--- config.mk ---
export PLATFORM = sky130hd
export DESIGN_NAME = fp_special_resolve_pipe
export DESIGN_NICKNAME = d
export VERILOG_FILES = /design/src/rtl/fp_special_resolve_pipe.sv
export SDC_FILE = /design/constraint.sdc
export NUM_CORES = 1
export LEC_CHECK = 0
export CAP_MARGIN = 30
export CORE_UTILIZATION = 49
export CTS_CLUSTER_DIAMETER = 30
export DETAILED_ROUTE_END_ITERATION = 10
export GPL_ROUTABILITY_DRIVEN = 0
export GPL_TIMING_DRIVEN = 0
export PLACE_DENSITY = 0.77
export SETUP_SLACK_MARGIN = 0.15
export SYNTH_ARGS = -nofsm -noshare
export SYNTH_HDL_FRONTEND = slang
export SYNTH_SLANG_ARGS = --single-unit
--- constraint.sdc ---
create_clock -name clk -period 2.3 [get_ports clk]
set_input_delay 0.69 -clock clk [delete_from_list [all_inputs] [get_ports clk]]
set_output_delay 0.69 -clock clk [all_outputs]
set_load 0.1 [all_outputs]
--- src/rtl/fp_special_resolve_pipe.sv ---
// Two-stage valid/ready special-value resolver for the FPAU: classifies A/B, picks the IEEE-754
// special result (NaN, Inf, zero) when the operands demand one, otherwise passes core_res through.
module fp_special_resolve_pipe #(
  parameter int unsigned EXP_W = 8,
  parameter int unsigned MAN_W = 23,
  localparam int unsigned W = 1 + EXP_W + MAN_W
) (
  input  logic         clk,
  input  logic         rst_n,
  input  logic         in_valid,
  output logic         in_ready,
  input  logic [2:0]   op,
  input  logic [W-1:0] a,
  input  logic [W-1:0] b,
  input  logic [W-1:0] core_res,
  output logic         out_valid,
  input  logic         out_ready,
  output logic [W-1:0] res,
  output logic         flag_nv,
  output logic         flag_dz,
  output logic         flag_sp,
  input  logic         sticky_clr,
  output logic         sticky_nv,
  output logic         sticky_dz
);

  localparam logic [2:0] OpAdd  = 3'b000;
  localparam logic [2:0] OpSub  = 3'b001;
  localparam logic [2:0] OpMul  = 3'b010;
  localparam logic [2:0] OpDiv  = 3'b011;
  localparam logic [2:0] OpSqrt = 3'b100;

  localparam logic [W-1:0] QNAN    = {1'b0, {EXP_W{1'b1}}, {MAN_W{1'b1}}};
  localparam logic [W-1:0] POS_INF = {1'b0, {EXP_W{1'b1}}, {MAN_W{1'b0}}};

  // Operand classification
  logic             a_s, b_s, bs_eff, s_prod;
  logic [EXP_W-1:0] a_exp, b_exp;
  logic [MAN_W-1:0] a_man, b_man;
  logic             a_nan, a_snan, a_inf, a_zero;
  logic             b_nan, b_snan, b_inf, b_zero;

  always_comb begin
    a_s    = a[W-1];
    b_s    = b[W-1];
    a_exp  = a[W-2 -: EXP_W];
    b_exp  = b[W-2 -: EXP_W];
    a_man  = a[MAN_W-1:0];
    b_man  = b[MAN_W-1:0];
    a_nan  = (&a_exp) & (|a_man);
    b_nan  = (&b_exp) & (|b_man);
    a_snan = a_nan & ~a_man[MAN_W-1];
    b_snan = b_nan & ~b_man[MAN_W-1];
    a_inf  = (&a_exp) & ~(|a_man);
    b_inf  = (&b_exp) & ~(|b_man);
    // Denormals count as zero; their sign is kept
    a_zero = ~(|a_exp);
    b_zero = ~(|b_exp);
    bs_eff = b_s ^ (op == OpSub);
    s_prod = a_s ^ b_s;
  end

  // Special-result selection
  logic [W-1:0] spec_d;
  logic         nv_d, dz_d, sp_d;

  always_comb begin
    spec_d = QNAN;
    nv_d   = 1'b0;
    dz_d   = 1'b0;
    sp_d   = 1'b1;
    case (op)
      OpAdd, OpSub: begin
        if (a_nan || b_nan) begin
          nv_d = a_snan | b_snan;
        end else if (a_inf && b_inf) begin
          if (a_s == bs_eff) spec_d = a;
          else               nv_d   = 1'b1;
        end else if (a_inf) begin
          spec_d = a;
        end else if (b_inf) begin
          spec_d = {bs_eff, b[W-2:0]};
        end else if (a_zero && b_zero) begin
          spec_d = {a_s & bs_eff, {(W-1){1'b0}}};
        end else if (a_zero) begin
          spec_d = {bs_eff, b[W-2:0]};
        end else if (b_zero) begin
          spec_d = a;
        end else begin
          sp_d = 1'b0;
        end
      end
      OpMul: begin
        if (a_nan || b_nan) begin
          nv_d = a_snan | b_snan;
        end else if ((a_inf && b_zero) || (a_zero && b_inf)) begin
          nv_d = 1'b1;
        end else if (a_inf || b_inf) begin
          spec_d = {s_prod, POS_INF[W-2:0]};
        end else if (a_zero || b_zero) begin
          spec_d = {s_prod, {(W-1){1'b0}}};
        end else begin
          sp_d = 1'b0;
        end
      end
      OpDiv: begin
        if (a_nan || b_nan) begin
          nv_d = a_snan | b_snan;
        end else if ((a_inf && b_inf) || (a_zero && b_zero)) begin
          nv_d = 1'b1;
        end else if (a_inf) begin
          spec_d = {s_prod, POS_INF[W-2:0]};
        end else if (b_zero) begin
          spec_d = {s_prod, POS_INF[W-2:0]};
          dz_d   = 1'b1;
        end else if (a_zero || b_inf) begin
          spec_d = {s_prod, {(W-1){1'b0}}};
        end else begin
          sp_d = 1'b0;
        end
      end
      OpSqrt: begin
        if (a_nan) begin
          nv_d = a_snan;
        end else if (a_zero) begin
          spec_d = {a_s, {(W-1){1'b0}}};
        end else if (a_s) begin
          nv_d = 1'b1;
        end else if (a_inf) begin
          spec_d = POS_INF;
        end else begin
          sp_d = 1'b0;
        end
      end
      default: nv_d = 1'b1;
    endcase
  end

  // Pipeline control
  logic v1, v2, en1, en2, hs;

  assign en2       = ~v2 | out_ready;
  assign en1       = ~v1 | en2;
  assign in_ready  = en1;
  assign out_valid = v2;
  assign hs        = v2 & out_ready;

  logic [W-1:0] s1_spec, s1_core;
  logic         s1_nv, s1_dz, s1_sp;

  always_ff @(posedge clk or negedge rst_n) begin
    if (!rst_n) begin
      v1      <= 1'b0;
      s1_spec <= '0;
      s1_core <= '0;
      s1_nv   <= 1'b0;
      s1_dz   <= 1'b0;
      s1_sp   <= 1'b0;
    end else if (en1) begin
      v1 <= in_valid;
      if (in_valid) begin
        s1_spec <= spec_d;
        s1_core <= core_res;
        s1_nv   <= nv_d;
        s1_dz   <= dz_d;
        s1_sp   <= sp_d;
      end
    end
  end

  always_ff @(posedge clk or negedge rst_n) begin
    if (!rst_n) begin
      v2      <= 1'b0;
      res     <= '0;
      flag_nv <= 1'b0;
      flag_dz <= 1'b0;
      flag_sp <= 1'b0;
    end else if (en2) begin
      v2 <= v1;
      if (v1) begin
        res     <= s1_sp ? s1_spec : s1_core;
        flag_nv <= s1_nv;
        flag_dz <= s1_dz;
        flag_sp <= s1_sp;
      end
    end
  end

  // A clear coinciding with a new event keeps the new event
  always_ff @(posedge clk or negedge rst_n) begin
    if (!rst_n) begin
      sticky_nv <= 1'b0;
      sticky_dz <= 1'b0;
    end else begin
      sticky_nv <= (sticky_clr ? 1'b0 : sticky_nv) | (hs & flag_nv);
      sticky_dz <= (sticky_clr ? 1'b0 : sticky_dz) | (hs & flag_dz);
    end
  end

endmodule

==> out/results.tsv, run 1 <==
stage	metric	value	unit
clock_network	root buf cell	clkbuf_8	
setup_path	critical path's slowest cell	o31ai_4	
sta	slew margin rel.	44.42	%
clock_network	maximum clock insertion buffer count	2	
routing	Routed Antenna Nets	0	
synth	Seq/Total Area, Yosys	49.74	%
routing	Residual DRC	0	
sta	FMAX	354.6	MHz
finish	Fill cells	693	
clock_network	Clock Sink Count	106	
routing	Detailed Route WL	19450	microns
synth	most common flop cell mapped by yosys	dfrtp_1	
setup_path	critical path class	input pin to register	
routing	drt wl/cell	20.80	microns
synth	Seq cells post-synth	106	
pwr	VDD IR max	523.6	uV
synth	Avg Cell Area, Syn	8.977	sq um
sta	fin crit period	2.820	ns
floorplanning	Die X	106.3	microns
global_routing	first-pass GRT wire length	29630	microns
setup_path	cells along the critical path	clkdlybuf4s15_1 > nor4_4 > nand2_2 > o31ai_4 > a211oi_2 > a2111oi_4 > buf_4 > buf_6 > nand3b_4 > o221a_1	
setup_path	CP max FO	5	
synth	syn nets	699	
clock_network	CTS tree	done	
finish	Final Util	76.97	%
synth	post-synth cell types	56	
setup_path	startpoint types	input pin	
run_status	outcome	finished with violations	
run_status	failing checks	setup timing	
global_routing	largest net degree at the start of global routing	63	
finish	area delta synth->final	50.35	%
synth	Post-Syn Instances	594	
sta	worst slew pin tran	0.8337	ns
global_routing	GRT overflow	0	
finish	final net count	899	
global_routing	number of global-route vias before repair	5630	
synth	post-synth top area share	49.74	%
clock_network	Reg clk slew, reported paths	0.10	ns
pwr	Leak	3.469	nW
finish	most common cell after layout, fill and taps aside	nand2_1	
synth	asr flop ratio synth	100.0	%
clock_network	htree depth	3	
routing	via/cell ratio	6.086	
place	pre-CTS WS	-1.459	ns
pwr	Pwr Density	733.5	nW/um^2
floorplanning	Initial Util	51.20	%
routing	DR iter-0 viols	585	
synth	EDFF count, synth	0	
sta	# setup viols final	32	
sta	worst hold margin	0.3820	ns
routing	vias	5690	
finish	flip-flop and latch area	2656	sq um
global_routing	gr usage total	34.78	%
floorplanning	DIE AREA	11300	sq um
routing	drt first pass iters	5	
global_routing	initial antenna violation count	1	
run	maxcap violations	0	
clock_network	TritonCTS buffer count	9	
sta	clock skew	0.01066	ns
synth	Syn. warnings	0	
setup_path	Max stage delay on crit path	0.40	ns
worst_hold_path	Hold Path Class	input pin to asynchronous set/reset pin	
setup_path	critical path arrival	3.08	ns
place	post-detail-place hpwl	12160	microns
setup_path	worst path required time	2.56	ns
synth	ranking of synthesized cells by area	dfrtp_1 50%, nand2_1 11%, mux2i_1 6.2%	
synth	Post-Syn Area	5333	sq um
floorplanning	row count	37	
sta	final worst slack	-0.5197	ns
sta	Slew Viols, Final	0	
sta	Hold Violations, Final	0	
clock_network	clk_lat worst skew	0.38	ns
floorplanning	Die Y	106.3	microns
place	Port Buffers	140	
setup_path	Worst Setup End Kind	register	
sta	unrepaired setup endpoints after global routing	true	
synth	post-synth top area cell	dfrtp_1	
floorplanning	Placeable Area	10420	sq um
finish	area of the multi-input gates	2999	sq um
floorplanning	Top Ports	143	
sta	crit share post-route	122.6	%
finish	commonest cells after routing, fill and taps aside	154 x nand2_1, 105 x dfrtp_1, 61 x nor2_1	
clock_network	hold buffers post-CTS	0	
finish	share of post-route cells with drive strength above 1	31.58	%
worst max-delay path: cells and delay by family:
| kind | cells | cell delay [ns] |
|---|---|---|
| and+or+nand+nor | 3 | 0.62 |
| AOI/OAI and AO/OA | 4 | 1.20 |
| buffers and inverters | 3 | 0.56 |
Yosys cell counts, types with 3 or more instances:
cell and instances:
nand2_1 158, nand3_1 5, clkbuf_1 31, nor4_1 13, nand4_1 8, or4_4 3
buf_1 3, o221ai_1 8, nor2_1 65, o21ai_0 53, nand2b_1 5, inv_1 3
dfrtp_1 106, mux2i_1 33, mux2_2 4, a21oi_2 10, o221a_1 8, a21oi_1 31
o31ai_1 3, nor3_1 4
path summary, 6_finish.rpt:
check,startpoint,end,slack (ns),cells past startpoint
min,rst_n,s1_core[30],0.38,1
max in group asynchronous,rst_n,out_valid,1.17,2
max reg2reg,out_valid,s1_spec[14],-0.12,9
min reg2reg,s1_core[21],s1_core[21],0.49,2
min in group clk,s1_core[21],s1_core[21],0.49,2
max,a[7],s1_spec[14],-0.52,10
per-layer routing:
| layer | GRT usage (%) | up-vias | wire length (microns) | share of wire [%] |
|---|---|---|---|---|
| met1 | 43.49 | 2716 | 7144 | 37 |
| met4 | 19.64 | 0 | 1336 | 6.9 |
| met5 | 0 | - | 0 | 0 |
| met3 | 6.254 | 127 | 1594 | 8.2 |
| li1 | - | 2470 | - | - |
| met2 | 56.77 | 377 | 9376 | 48 |
cells by family after synthesis:
family | count (synthesis) | share of synthesized area (%)
xor+xnor | 2 | 0.3285
compound gates | 128 | 16.03
mux | 37 | 7.039
buf+inv | 40 | 3.285
simple gates | 280 | 23.35
fa+ha+maj | 1 | 0.2346
flops | 106 | 49.74
flip-flops by register name (all words and copies together) (netlist names):
name,cells
res,32
s1_core,32
s1_spec,32
flag_dz,1
flag_nv,1
flag_sp,1
out_valid,1
s1_dz,1
s1_nv,1
s1_sp,1
sticky_dz,1
sticky_nv,1
v1,1
report_power, final:
group	total [mW]	switching, mW	internal (mW)
Combinational	2.45	1.79	0.661
Sequential	2.36	0.195	2.16
Clock	1.07	0.674	0.399
Total	5.88	2.66	3.22
final cells by class:
| type | count | area share, % |
|---|---|---|
| Buffer | 37 | 2.622 |
| Multi-Input combinational cell | 449 | 37.41 |
| Tap cell | 136 | 2.122 |
| Inverter | 3 | 0.1404 |
| Clock buffer | 10 | 1.592 |
| Sequential cell | 106 | 33.13 |
| Clock inverter | 5 | 0.4994 |
| Timing Repair Buffer | 188 | 22.46 |
| Antenna cell | 1 | 0.03121 |
metrics by stage:
step	cell area [sq um]	TNS, ns	total power, mW	std cells
final	8018	-12.23	5.881	935
after global routing	8018	-12.34	6.105	935
after CTS	7864	-5.202	5.811	924
after detailed placement	6935	-68.48	4.761	871
after global placement	6918	-415.21	4.711	870
after floorplan	5346	-30.51	3.996	594
what timing repair did:
| item | in CTS | in global routing |
|---|---|---|
| gates resized for setup | 423 | 48 |
| endpoints found under the setup margin | 130 | 49 |
| buffers inserted | 36 | 10 |
| cloned | 2 | 0 |
| pin swaps | 55 | 22 |
No activity file was read; power rests on OpenSTA's default activity.
==> run 2, diff against run 1 <==
Settings changed: REMOVE_ABC_BUFFERS set to 1.
==> run 2 against run 1 <==
The run still ends with setup timing left. Largest cell class unchanged. Final area down 0.17%. Critical endpoint is now s1_spec[17]. Setup slack improved by 0.17 ns. Largest power group unchanged. Clock skew rose by 0.0081 ns. Highest routed layer unchanged.
==> out/results.tsv, run 2 (synthesized netlist as in run 1, its figures left out) <==
stage	metric	value	unit
finish	most common cell after layout, fill and taps aside	nand2_1	
setup_path	worst r2r src	out_valid	
place	Port Buffers	142	
finish	area delta synth->final	50.09	%
sta	slew margin rel.	55.10	%
routing	Met1 Wirelength	7142	microns
sta	worst slew pin tran	0.6712	ns
setup_path	Crit. Startpoint	a[28]	
global_routing	largest net degree at the start of global routing	66	
clock_network	TritonCTS buffer count	9	
pwr	Pwr Density	754.7	nW/um^2
setup_path	CP max FO	5	
place	pre-CTS WS	-1.418	ns
finish	Antenna Cells	0	
setup_path	WP buf/inv	2	
setup_path	Crit path max-delay family	compound AO/OA/AOI/OAI gates	
setup_path	critical path class	input pin to register	
floorplanning	row count	37	
clock_network	clk_lat worst skew	0.38	ns
sta	Fin Setup TNS	-9.121	ns
floorplanning	Placeable Area	10420	sq um
sta	fin crit period	2.652	ns
finish	post-layout instance count excluding filler cells	909	
finish	registers with the most flip-flops	res: 32 flops, s1_core: 32 flops, s1_spec: 32 flops	
finish	final net count	874	
clock_network	maximum clock insertion buffer count	2	
setup_path	Max stage delay on crit path	0.57	ns
pwr	Leak	3.481	nW
clock_network	root buf cell	clkbuf_8	
sta	Hold Violations, Final	0	
routing	Routed Antenna Nets	0	
worst_hold_path	Hold Path Class	input pin to asynchronous set/reset pin	
place	post-detail-place hpwl	10550	microns
floorplanning	DIE AREA	11300	sq um
global_routing	initial antenna violation count	0	
setup_path	Worst Setup End Kind	register	
run	maxcap violations	0	
global_routing	gr usage total	31.39	%
setup_path	worst path required time	2.56	ns
setup_path	reg2reg end	s1_spec[17]	
floorplanning	Initial Util	51.20	%
global_routing	first-pass GRT wire length	27280	microns
run_status	outcome	finished with violations	
sta	final worst slack	-0.3524	ns
finish	share of post-route cells with drive strength above 1	32.21	%
setup_path	R2R Setup Slk	-0.09	ns
clock_network	htree depth	3	
global_routing	number of global-route vias before repair	5363	
sta	crit share post-route	115.3	%
pwr	post-route total power	6.040	mW
setup_path	cells along the critical path	buf_6 > or4_4 > o41ai_4 > nand2_2 > o31a_4 > a2111oi_4 > buf_6 > nand3b_4 > o221a_1	
clock_network	hold buffers post-CTS	0	
sta	unrepaired setup endpoints after global routing	true	
sta	# setup viols final	32	
floorplanning	Die X	106.3	microns
routing	vias	5430	
routing	Top Metal Used	met4	
finish	commonest cells after routing, fill and taps aside	149 x nand2_1, 104 x dfrtp_1, 61 x nor2_1	
routing	drt wl/cell	20.30	microns
clock_network	Reg clk slew, reported paths	0.09	ns
setup_path	startpoint types	input pin	
setup_path	cell mode on critical path	buf_6	
place	Placed Cells	839	
routing	via/cell ratio	5.974	
routing	drt first pass iters	5	
sta	worst hold margin	0.3041	ns
sta	clock skew	0.01877	ns
global_routing	GRT overflow	0	
floorplanning	Die Y	106.3	microns
sta	FMAX	377.0	MHz
routing	metal2 WL	9082	microns
finish	Fill cells	715	
pwr	VDD IR max	423.7	uV
clock_network	Clock Sink Count	106	
routing	Detailed Route WL	18460	microns
clock_network	CTS tree	done	
routing	met3 wire length	1463	microns
run_status	failing checks	setup timing	
setup_path	Worst R2R Path Depth	9	
floorplanning	Top Ports	143	
setup_path	critical path arrival	2.91	ns
routing	DR iter-0 viols	467	
sta	Slew Viols, Final	0	
routing	Residual DRC	0	
setup_path	critical path's slowest cell	or4_4	
## run 2: routing by layer
layer,up-vias,track usage [%]
li1,2422,-
met1,2635,38.73
met2,305,52.69
met3,68,6.744
met4,0,14.19
met5,-,0
## run 2: what timing repair did
item,in CTS,in global routing
endpoints found under the setup margin,76,36
resized for setup,357,84
pin swaps,45,38
cloned,6,0
buffers inserted,34,15
## run 2: metrics by stage
stage	area, sq um	util, %
2_1_floorplan	5169	-
6_report	8004	76.84
3_3_place_gp	6760	64.90
3_5_place_dp	6872	65.97
5_1_grt	8004	76.84
4_1_cts	7729	74.20
## run 2: how the worst max path moves through the flow
stage / endpoint / slack (ns) / cells after the start
after floorplan: s1_spec[22] / -2.16 / 7
after global placement: res[6] / -3.33 / 1
after detailed placement: s1_spec[2] / -1.42 / 8
after CTS: s1_spec[17] / -0.22 / 9
after global routing: s1_spec[17] / -0.40 / 9
final: s1_spec[17] / -0.35 / 9
## run 2: power breakdown
group	switching [mW]	internal [mW]
Sequential	0.204	2.16
Combinational	1.75	0.666
Clock	0.639	0.613
## run 2: area by class of cell
class | count | area [sq um] | share of cell area, %
Clock buffer | 11 | 131.4 | 1.641
Clock inverter | 4 | 77.57 | 0.9692
Inverter | 3 | 11.26 | 0.1407
Multi-Input combinational cell | 452 | 3039 | 37.97
Sequential cell | 106 | 2655 | 33.17
Tap cell | 136 | 170.2 | 2.126
Timing Repair Buffer | 197 | 1919 | 23.98
## run 2: worst register-to-register path: cells and delay by family (launching register included)
family / cells / cell delay [ns]
AO/OA/AOI/OAI: 3 / 0.95
buffers and inverters: 2 / 0.34
flip-flops: 1 / 0.45
AND/OR/NAND/NOR: 4 / 0.53
